## src/rtl/cpu_step_pkg.sv

```systemverilog
// Shared types for the run/step controller: operating modes and FSM states.
package cpu_step_pkg;

  typedef enum logic [1:0] {
    MODE_FREE   = 2'b00,
    MODE_SINGLE = 2'b01,
    MODE_BURST  = 2'b10,
    MODE_HALT   = 2'b11
  } mode_e;

  typedef enum logic [1:0] {
    ST_IDLE  = 2'b00,
    ST_RUN   = 2'b01,
    ST_SNGL  = 2'b10,
    ST_BURST = 2'b11
  } state_e;

endpackage

```

## src/rtl/btn_debounce.sv

```systemverilog
// Push-button front end: 2-FF synchroniser, stable-level debounce and a
// registered one-cycle pulse on each accepted 0->1 transition.
module btn_debounce #(
  parameter int DEBOUNCE_CYCLES = 4
) (
  input  logic clk,
  input  logic reset,
  input  logic btn_raw,
  output logic press
);

  localparam int CW = $clog2(DEBOUNCE_CYCLES + 1);

  logic [1:0]    sync_q;
  logic [CW-1:0] cnt_q, cnt_d;
  logic          clean_q, clean_d;
  logic          clean_prev_q;
  logic          press_q;

  // The level only flips after DEBOUNCE_CYCLES consecutive samples that disagree with it.
  always_comb begin
    cnt_d   = '0;
    clean_d = clean_q;
    if (sync_q[1] != clean_q) begin
      if (cnt_q == CW'(DEBOUNCE_CYCLES - 1)) clean_d = sync_q[1];
      else                                   cnt_d   = cnt_q + CW'(1);
    end
  end

  always_ff @(posedge clk or negedge reset) begin
    if (!reset) begin
      sync_q       <= '0;
      cnt_q        <= '0;
      clean_q      <= 1'b0;
      clean_prev_q <= 1'b0;
      press_q      <= 1'b0;
    end else begin
      sync_q       <= {sync_q[0], btn_raw};
      cnt_q        <= cnt_d;
      clean_q      <= clean_d;
      clean_prev_q <= clean_q;
      press_q      <= clean_q & ~clean_prev_q;
    end
  end

  assign press = press_q;

endmodule

```

## src/rtl/cpu_step_ctrl.sv

```systemverilog
// Run/step controller: debounced button drives FREE/SINGLE/BURST/HALT stepping
// of the core and keeps a result history. Optional STEP_TRACE_EN adds step_cnt.
module cpu_step_ctrl
  import cpu_step_pkg::*;
#(
  parameter int DATA_W          = 16,
  parameter int DEBOUNCE_CYCLES = 4,
  parameter int BURST_W         = 8,
  parameter int NUM_CH          = 4
`ifdef STEP_TRACE_EN
  ,parameter int CNT_W          = 32
`endif
) (
  input  logic                      clk,
  input  logic                      reset,
  input  logic                      btn_raw,
  input  logic [1:0]                mode,
  input  logic [BURST_W-1:0]        burst_len,
  input  logic [DATA_W-1:0]         result_in,
  input  logic [$clog2(NUM_CH)-1:0] ch_sel,
  output logic                      step_en,
  output logic                      busy,
  output logic [DATA_W-1:0]         result_out
`ifdef STEP_TRACE_EN
  ,output logic [CNT_W-1:0]         step_cnt
`endif
);

  logic                          press;
  mode_e                         mode_m;
  state_e                        state_q, state_d;
  logic [BURST_W-1:0]            rem_q, rem_d;
  logic                          step_en_q;
  logic [NUM_CH-1:0][DATA_W-1:0] hist_q;

  btn_debounce #(.DEBOUNCE_CYCLES(DEBOUNCE_CYCLES)) u_btn (
    .clk     (clk),
    .reset   (reset),
    .btn_raw (btn_raw),
    .press   (press)
  );

  assign mode_m = mode_e'(mode);

  always_comb begin
    state_d = state_q;
    rem_d   = rem_q;
    unique case (state_q)
      ST_IDLE: begin
        if (mode_m == MODE_FREE) state_d = ST_RUN;
        else if (mode_m == MODE_SINGLE && press) state_d = ST_SNGL;
        else if (mode_m == MODE_BURST && press && burst_len != '0) begin
          state_d = ST_BURST;
          rem_d   = burst_len;
        end
      end
      ST_RUN:  if (mode_m != MODE_FREE) state_d = ST_IDLE;
      ST_SNGL: state_d = ST_IDLE;
      ST_BURST: begin
        // Only HALT aborts a burst; other mode changes let it finish.
        rem_d = rem_q - BURST_W'(1);
        if (rem_q == BURST_W'(1) || mode_m == MODE_HALT) state_d = ST_IDLE;
      end
      default: state_d = ST_IDLE;
    endcase
  end

  always_ff @(posedge clk or negedge reset) begin
    if (!reset) begin
      state_q   <= ST_IDLE;
      rem_q     <= '0;
      step_en_q <= 1'b0;
    end else begin
      state_q   <= state_d;
      rem_q     <= rem_d;
      step_en_q <= (state_d != ST_IDLE);
    end
  end

  always_ff @(posedge clk or negedge reset) begin
    if (!reset)         hist_q <= '0;
    else if (step_en_q) hist_q <= {hist_q[NUM_CH-2:0], result_in};
  end

  always_comb begin
    result_out = '0;
    if (int'(ch_sel) < NUM_CH) result_out = hist_q[ch_sel];
  end

  assign step_en = step_en_q;
  assign busy    = (state_q != ST_IDLE);

`ifdef STEP_TRACE_EN
  logic [CNT_W-1:0] step_cnt_q;

  always_ff @(posedge clk or negedge reset) begin
    if (!reset)         step_cnt_q <= '0;
    else if (step_en_q) step_cnt_q <= step_cnt_q + CNT_W'(1);
  end

  assign step_cnt = step_cnt_q;
`endif

endmodule

```

## config.mk

```make
export PLATFORM = sky130hd
export DESIGN_NAME = cpu_step_ctrl
export DESIGN_NICKNAME = d
export VERILOG_FILES = /design/src/rtl/cpu_step_pkg.sv /design/src/rtl/btn_debounce.sv /design/src/rtl/cpu_step_ctrl.sv
export SDC_FILE = /design/constraint.sdc
export NUM_CORES = 1
export LEC_CHECK = 0
export ABC_AREA = 1
export CAP_MARGIN = 20
export CELL_PAD_IN_SITES_DETAIL_PLACEMENT = 1
export CELL_PAD_IN_SITES_GLOBAL_PLACEMENT = 1
export CORE_MARGIN = 5
export CORE_UTILIZATION = 44
export DETAILED_ROUTE_END_ITERATION = 6
export GPL_ROUTABILITY_DRIVEN = 0
export PLACE_DENSITY = 0.82
export RECOVER_POWER = 25
export SLEW_MARGIN = 20
export SYNTH_ARGS = -nofsm -noshare
export SYNTH_HDL_FRONTEND = slang
export SYNTH_SLANG_ARGS = --single-unit
```

## constraint.sdc

```tcl
create_clock -name clk -period 2.45 [get_ports clk]
set_clock_uncertainty 0.15 [all_clocks]
set_input_delay 0.245 -clock clk [delete_from_list [all_inputs] [get_ports clk]]
set_output_delay 0.245 -clock clk [all_outputs]
set_load 0.005 [all_outputs]
```

==> impl_metrics.json, run 1 <==
{
  "multi_input_comb_area_mm2": 0.001474,
  "r2r-end": "rem_q[2]",
  "cts_buffer_depth": 2,
  "synth_fp_nets": 515,
  "wirelength_um": 9469,
  "die_w_um": 103.9,
  "antenna_found_initial": 0,
  "netlist.top_cell.by_area": "dfrtp_1",
  "ys_types": 24,
  "layout_commonest_cell": "nor2_1",
  "drt-vias-per-instance": 5.184,
  "clk_pin_slew_worst_paths_ps": 90,
  "start_kind": "input port",
  "rows": 34,
  "hpwl_um": 6818,
  "slew_violations": 0,
  "use_met1": 0.2232,
  "final_cell_mix": "nor2_1, dfrtp_1, nand2_1, o21ai_0, inv_1",
  "cts.htree.levels": 3,
  "start_util": 0.4472,
  "hold_depth": 0,
  "vias": 3318,
  "drt_iter0_drc": 91,
  "worstMarginPinSlew_ps": 905.0,
  "crit_fanout": 21,
  "status": "finished clean",
  "slew_headroom": 0.3967,
  "avgRoutedWirePerCell_um": 14.80,
  "setup-tns-final_ps": 0,
  "cts_resized": 0,
  "regArea_mm2": 0.002081,
  "hp-start": "u_btn.sync_q[0]",
  "hold_path_class": "register to register",
  "end_kind": "output port",
  "dieArea_mm2": 0.01080,
  "pwr_density_cell_mw_per_mm2": 1193,
  "track_usage": 0.1829,
  "grt_remaining_overflow": 0,
  "r2r-start": "rem_q[0]",
  "rrSetupSlack_ps": 820,
  "finalSetupViolCount": 0,
  "drc_errors": 0,
  "min_to": "u_btn.sync_q[1]",
  "critPathKind": "input port to output port",
  "ir_worst_vdd_mv": 0.6513,
  "numPortBuffers": 48,
  "synth.avg_cell_area_um2": 8.069,
  "fin_nets": 562,
  "numCtsBuffers": 9,
  "synth_area_mm2": 0.003881,
  "drive_above_1_share": 0.06955,
  "clock.fmax_ghz": 0.4421,
  "grt_use_met3": 0.03352,
  "final_hold_viol_count": 0,
  "drtPass1Iterations": 4,
  "boundaryPins": 49,
  "p_total_mw": 5.613,
  "areaGrowthSynthToFinish_pct": 21.21,
  "synth_seq_cells": 83,
  "crit_arrival_ps": 1870,
  "worstSkewPairLatency_ps": 360,
  "yosys.area.top_type_share": 0.5351,
  "grt_util_met2": 0.3188,
  "timing.max_cap.violations": 0,
  "rsz0062_at_grt": "false",
  "grt_max_degree": 61,
  "syn_inst": 481,
  "grt-busiest-layer": "met2",
  "antenna_cells": 0,
  "die_y_um": 103.9,
  "critical_path_required_ps": 2060,
  "core_area_mm2": 0.008678,
  "grt_pass1_vias": 3558,
  "grt_pass1_wl_um": 16440,
  "cts.sinks": 83,
  "p_leak_nw": 2.192,
  "ff2ff_path_depth": 8,
  "tritoncts": "yes",
  "drtAntennaViolNets": 0,
  "fillCellCount": 1072,
  "fin_crit_sh": 0.9233,
  "ys_seq_area_frac": 0.5351,
  "synthTopCellsByArea": "dfrtp_1, nor2_1, nand2_1, o21ai_0, inv_1",
  "post-route-min-period_ps": 2262,
  "post-cts-setup-buffers": 0,
  "clockRootBuffer": "clkbuf_8",
  "ys_warn_count": 0
}
-- synth_stat cells --
cell,n
o21ai_1,15
nand3_1,20
xnor2_1,1
inv_1,53
ha_1,3
o22ai_1,16
inv_2,5
nor3_4,1
nor2_1,83
o21ai_0,55
nand4_1,4
nand3_4,1
dfrtp_1,83
clkinv_2,1
nor3b_1,2
a21oi_1,33
and2_1,1
nand2_4,2
clkinv_1,1
nand2_1,75
clkbuf_1,9
nor2_2,1
nor3_1,2
buf_2,14
-- worst max path at each step --
stage	start	cells past startpoint	slack [ps]	to
floorplan	rem_q[0]	8	1110	rem_q[2]
global placement	ch_sel[0]	6	210	result_out[12]
detailed placement	ch_sel[0]	6	190	result_out[12]
CTS	ch_sel[0]	6	180	result_out[12]
global route	ch_sel[0]	6	80	result_out[14]
finish	ch_sel[0]	6	190	result_out[12]
-- metrics by stage --
step | instances | util | worst slack, ps | area (um2) | hold WS (ps)
after CTS | 640 | 0.5441 | 179.6 | 4722 | 157.1
final | 640 | 0.5421 | 187.9 | 4705 | 213.3
after global placement | 624 | 0.5208 | 214.2 | 4519 | 85.57
after detailed placement | 624 | 0.5208 | 188.2 | 4519 | 92.17
after global routing | 640 | 0.5421 | 82.46 | 4705 | 220.7
after floorplan | 481 | - | 1108 | 3881 | -200.6
-- logic make-up after synthesis --
| group | after synthesis | share of synthesized area |
|---|---|---|
| simple gates | 192 | 0.2092 |
| compound gates | 119 | 0.1586 |
| buf+inv | 83 | 0.08510 |
| flops | 83 | 0.5351 |
| fa+ha+maj | 3 | 0.009672 |
| xor+xnor | 1 | 0.002257 |
-- metal layers --
metal,part of all wire,routed length (um)
met5,0,0
met4,0.019,182
met3,0.033,312
met2,0.51,4841
met1,0.44,4133
-- critical path, cell delays in order --
cell and delay (ps):
clkdlybuf4s50_1 490, inv_2 160, buf_12 170, nor2_1 50, o22ai_1 200, clkdlybuf4s50_1 540
-- power breakdown --
group          leakage, nW  internal [mW]  switching (mW)  total [mW]
clock               0.0954          0.494           0.491       0.985
sequential           0.985           2.05           0.553        2.60
combinational         1.11          0.868            1.16        2.02
total                 2.19           3.41            2.20        5.61
-- state kept, by name (all words and copies together) (netlist names) --
register	count
hist_q	64
rem_q	8
step_en	1
u_btn.clean_q	1
u_btn.sync_q	2
u_btn.press	1
state_q	2
u_btn.cnt_q	3
u_btn.clean_prev_q	1
-- what timing repair did --
| item | in CTS | in global routing |
|---|---|---|
| setup endpoints to repair | 0 | 0 |
| endpoints found under the hold margin | 34 | 0 |
| hold buffers | 1 | 0 |
-- final cells by class --
| cell class | instances | area share |
|---|---|---|
| clock buffers | 11 | 0.03005 |
| clock inverters | 4 | 0.01090 |
| inverters | 60 | 0.04814 |
| multi-input cells | 315 | 0.3133 |
| flip-flops and latches | 83 | 0.4423 |
| well taps | 108 | 0.02872 |
| repair buffers | 59 | 0.1266 |
No activity file was read; power rests on OpenSTA's default activity.
==> inputs of run 2 (changes only) <==
Clock period 2.45 ns to 2.85 ns, I/O delays scaled along.
==> run 2 against run 1 <==
Worst setup slack gained 250 ps. Non-clock buffer count is 1 lower. Routed wire length shrank 3.2%. Highest routed layer unchanged. Via count down 0.33%. Hold slack improved by 5.9 ps. Register-to-register slack improved by 380 ps. Clock-buffer cell count decreased by 2. Sequential power shrank 14%. Largest power group unchanged. Die area is the same. Combinational power is 17% lower. First-iteration DRC count rose by 1.1%.
==> impl_metrics.json, run 2 (synthesized netlist as in run 1, its figures left out) <==
{
  "crit_buf_inv": 3,
  "p_leak_nw": 2.166,
  "cpMostUsedCell": "clkdlybuf4s50_1",
  "cpLargestDelayFamily": "buffers and inverters",
  "hold_ws_ps": 219.2,
  "largest_reg_flops": 64,
  "rows": 34,
  "hpwl_um": 6512,
  "grt_remaining_overflow": 0,
  "clk_pin_slew_worst_paths_ps": 90,
  "drtPass1Iterations": 4,
  "die_w_um": 103.9,
  "die_y_um": 103.9,
  "numPortBuffers": 48,
  "critPathKind": "input port to output port",
  "numCtsBuffers": 9,
  "fin_nets": 561,
  "cts_buffer_depth": 2,
  "final_cell_mix": "nor2_1, dfrtp_1, nand2_1, o21ai_0, inv_1",
  "critical_path_required_ps": 2410,
  "boundaryPins": 49,
  "core_area_mm2": 0.008678,
  "avgRoutedWirePerCell_um": 14.32,
  "crit_fanout": 13,
  "cpPeakStageDelay_ps": 590,
  "crit_path_end": "result_out[15]",
  "clockRootBuffer": "clkbuf_8",
  "areaGrowthSynthToFinish_pct": 19.96,
  "rrSetupSlack_ps": 1200,
  "grt_pass1_wl_um": 16330,
  "worstSetupPathDepth": 5,
  "slowest_stage": "clkdlybuf4s50_1",
  "finalSetupViolCount": 0,
  "ir_worst_vdd_mv": 0.5232,
  "r2r-start": "step_en",
  "reg_top3": "hist_q (64), rem_q (8), u_btn.cnt_q (3)",
  "drc_errors": 0,
  "cts.sinks": 83,
  "r2r-end": "hist_q[41]",
  "track_usage": 0.1801,
  "slew_headroom": 0.3604,
  "drive_above_1_share": 0.07143,
  "wirelength_um": 9162,
  "start_util": 0.4472,
  "worstMarginPinSlew_ps": 959.4,
  "drtAntennaViolNets": 0,
  "antenna_cells": 0,
  "final_hold_viol_count": 0,
  "post-cts-setup-buffers": 0,
  "fin_crit_sh": 0.8447,
  "clock.fmax_ghz": 0.4154,
  "vias": 3307,
  "dieArea_mm2": 0.01080,
  "hold_path_class": "register to register",
  "post-route-min-period_ps": 2408,
  "drt-vias-per-instance": 5.167,
  "final_cells": 640,
  "setup-tns-final_ps": 0,
  "crit_arrival_ps": 1970,
  "cts.htree.levels": 3,
  "tritoncts": "yes",
  "end_kind": "output port",
  "pwr_density_cell_mw_per_mm2": 1004,
  "timing.max_cap.violations": 0,
  "rsz0062_at_grt": "false",
  "dp_cells": 623,
  "path_cells": "clkdlybuf4s50_1 > buf_4 > o21ai_0 > o22ai_1 > clkdlybuf4s50_1",
  "critPathLaunch": "ch_sel[1]",
  "slew_violations": 0,
  "start_kind": "input port",
  "drt_iter0_drc": 92,
  "worstSkewPairLatency_ps": 350,
  "grt_max_degree": 50,
  "antenna_found_initial": 0,
  "grt_pass1_vias": 3503,
  "layout_commonest_cell": "nor2_1",
  "largest_register": "hist_q",
  "status": "finished clean",
  "ff2ff_path_depth": 2
}
## run 2: cell types whose count changed in the layout (fill, tap and decap cells not counted), sizes merged
cell      change
bufinv        -1
inv           +2
clkbuf        -3
clkinvlp      +2
## run 2: repair_timing
| action | CTS | global route |
|---|---|---|
| hold buffers | 1 | 0 |
| gates resized for setup | 0 | 0 |
| endpoints found under the hold margin | 35 | 0 |
## run 2: layout make-up
cell class / instances / area [um2]
inverters: 60 / 226.5
clock inverters: 7 / 50.05
multi-input cells: 315 / 1474
flip-flops and latches: 83 / 2081
clock buffers: 9 / 123.9
repair buffers: 58 / 565.5
well taps: 108 / 135.1
fillers: 1073 / 4023
## run 2: worst register-to-register path, delay by kind of cell, from the launching register on
family          cells  cell delay [ps]
flops               1              710
buf+inv             1              480
compound gates      1              180
## run 2: worst min-delay path by stage
stage,from,end,slack (ps),cells past startpoint
3_5_place_dp,reset,hist_q[28],130,1
2_1_floorplan,reset,hist_q[0],-160,0
6_report,u_btn.sync_q[0],u_btn.sync_q[1],220,0
3_3_place_gp,reset,hist_q[28],120,1
4_1_cts,btn_raw,u_btn.sync_q[0],200,1
5_1_grt,u_btn.sync_q[0],u_btn.sync_q[1],250,0
## run 2: report_power, final
part / leakage [nW] / internal [mW] / switching [mW]
registers: 0.985 / 1.76 / 0.463
logic: 1.10 / 0.725 / 0.959
clock network: 0.0820 / 0.319 / 0.447
total: 2.17 / 2.81 / 1.87
## run 2: per-layer routing
metal	vias up	GRT usage	share of wire
met4	0	0.05550	0.013
met5	-	0	0
li1	1642	-	-
met3	9	0.03166	0.024
met2	35	0.3210	0.51
met1	1621	0.2209	0.45
## run 2: per-stage QoR
step | area (um2) | util | worst slack (ps) | power [mW]
floorplan | 3881 | - | 1508 | 3.316
global placement | 4474 | 0.5156 | 476.8 | 3.823
detailed placement | 4474 | 0.5156 | 415.8 | 3.953
CTS | 4658 | 0.5368 | 418.9 | 4.738
global route | 4656 | 0.5365 | 333.2 | 5.127
finish | 4656 | 0.5365 | 442.5 | 4.676
==> inputs of run 3 (changes only) <==
Settings changed: CORE_UTILIZATION 44 to 37, PLACE_DENSITY 0.82 to 0.74.
Clock period 2.85 ns to 2.1 ns, I/O delays scaled along.
==> run 3 against run 2 <==
Combinational power is 39% higher. Power grew 35%. Die area rose by 17%. Routed wire length rose by 1.0%. Critical path depth fell by 2. Non-clock buffer count increased by 2. Register-to-register slack lost 680 ps. First-iteration DRC count rose by 39%. Largest power group unchanged.
==> impl_metrics.json, run 3 (synthesized netlist as in run 1, its figures left out) <==
{
  "power_frac_comb": 0.370,
  "switching_share": 0.3929,
  "drtAntennaViolNets": 0,
  "slowest_stage": "clkdlybuf4s50_1",
  "cell_internal_pwr_mw": 3.841,
  "slew_violations": 0,
  "numPortBuffers": 48,
  "clk_pin_slew_worst_paths_ps": 80,
  "p_leak_nw": 2.202,
  "critical_path_required_ps": 1740,
  "wirelength_um": 9255,
  "fin_crit_sh": 0.9387,
  "fillCellCount": 1286,
  "grt_max_degree": 96,
  "path_cells": "nor2_2 > inv_1 > clkdlybuf4s50_1",
  "largest_reg_flops": 64,
  "avgRoutedWirePerCell_um": 13.81,
  "drt-vias-per-instance": 4.928,
  "finalWorstSetupSlack_ps": 128.6,
  "core_area_mm2": 0.01028,
  "r2r-end": "rem_q[2]",
  "regArea_mm2": 0.002081,
  "power_switching_mw": 2.486,
  "grt_pass1_wl_um": 16290,
  "ff2ff_path_depth": 8,
  "areaGrowthSynthToFinish_pct": 22.66,
  "layout_commonest_cell": "nor2_1",
  "min_to": "u_btn.sync_q[1]",
  "start_kind": "register",
  "rrSetupSlack_ps": 520,
  "die_w_um": 112.4,
  "placed_cell_area_mm2": 0.004599,
  "crit_arrival_ps": 1610,
  "tritoncts": "yes",
  "track_usage": 0.1569,
  "place_ws_ps": -86.68,
  "start_util": 0.3776,
  "fin_nets": 563,
  "crit_buf_inv": 2,
  "clockPowerShare": 0.155,
  "end_kind": "output port",
  "finalSetupViolCount": 0,
  "worstSkewPairLatency_ps": 360,
  "drive_above_1_share": 0.06554,
  "cpPeakStageDelay_ps": 460,
  "hp-start": "u_btn.sync_q[0]",
  "worstMarginPinSlew_ps": 947.1,
  "final_hold_viol_count": 0,
  "boundaryPins": 49,
  "drt_iter0_drc": 128,
  "clock.fmax_ghz": 0.5073,
  "rsz0062_at_grt": "false",
  "grt_remaining_overflow": 0,
  "hold_depth": 0,
  "drc_errors": 0,
  "hold_path_class": "register to register",
  "cts_buffer_depth": 2,
  "multi_input_comb_area_mm2": 0.001474,
  "die_y_um": 112.4,
  "pwr-share-seq": 0.475,
  "antenna_cells": 0,
  "reg_top3": "hist_q (64), rem_q (8), u_btn.cnt_q (3)",
  "cpLargestDelayFamily": "buffers and inverters",
  "finalInstanceArea_mm2": 0.004761,
  "numCtsBuffers": 9,
  "status": "finished clean",
  "crit_fanout": 4,
  "timing.max_cap.violations": 0,
  "antenna_found_initial": 0,
  "p_total_mw": 6.326,
  "drtPass1Iterations": 4,
  "clockRootBuffer": "clkbuf_8",
  "grt_pass1_vias": 3583,
  "slew_headroom": 0.3686,
  "ir_worst_vdd_mv": 0.5109,
  "pwr_density_cell_mw_per_mm2": 1329,
  "post-cts-setup-buffers": 0,
  "vias": 3302,
  "post-route-min-period_ps": 1971,
  "dieArea_mm2": 0.01264,
  "hpwl_um": 6662,
  "rows": 37,
  "critPathKind": "register to output port",
  "largest_register": "hist_q",
  "r2r-start": "rem_q[0]",
  "cts.htree.levels": 3,
  "cts.sinks": 83,
  "final_cell_mix": "nor2_1, dfrtp_1, nand2_1, o21ai_0, inv_1"
}
[run 3: repair_timing]
item,CTS,global route
resized for setup,2,0
endpoints found under the hold margin,34,0
setup endpoints to repair,16,0
hold buffers,1,0
[run 3: final cells by class]
cell class / instances / area share
Clock buffer: 14 / 0.02996
Clock inverter: 2 / 0.002891
Inverter: 60 / 0.04757
Multi-Input combinational cell: 315 / 0.3096
Sequential cell: 83 / 0.4371
Tap cell: 136 / 0.03574
Timing Repair Buffer: 60 / 0.1372
[run 3: power by group through the flow]
stage	registers [mW]	clock network, mW	logic [mW]
after floorplan	2.78	0	1.72
after global placement	3.01	0	2.23
after detailed placement	3.06	0	2.38
after CTS	3.03	1.03	2.40
after global routing	3.13	1.10	2.71
final	3.01	0.981	2.34
[run 3: layer usage]
| metal | GRT usage | wire (um) | up-vias | part of all wire |
|---|---|---|---|---|
| li1 | - | - | 1638 | - |
| met1 | 0.1886 | 4184 | 1594 | 0.45 |
| met2 | 0.2706 | 4576 | 56 | 0.49 |
| met3 | 0.04205 | 327 | 14 | 0.035 |
| met4 | 0.05609 | 166 | 0 | 0.018 |
| met5 | 0 | 0 | - | 0 |
[run 3: worst max-delay path by stage]
stage                      to  depth (start not counted)       start
2_1_floorplan        rem_q[2]                          8    rem_q[0]
3_3_place_gp   result_out[14]                          5   ch_sel[0]
3_5_place_dp   result_out[14]                          6   ch_sel[1]
4_1_cts                  busy                          3  state_q[1]
5_1_grt                  busy                          3  state_q[1]
6_report                 busy                          3  state_q[1]
[run 3: through the flow]
step	hold slack, ps	util	setup TNS [ps]	cells
global placement	55.96	0.4475	-511.6	653
floorplan	-235.6	-	0	481
global route	229.8	0.4632	0	670
finish	213.6	0.4632	0	670
detailed placement	58.01	0.4475	-572.3	653
CTS	134.5	0.4635	0	670
[run 3: worst register-to-register path: stages, from the launching register on]
cell and delay (ps):
dfrtp_1 430, inv_1 140, ha_1 230, inv_1 60
nor2_1 170, o21ai_0 120, o21ai_0 90, nand2_1 80
nand2_1 50
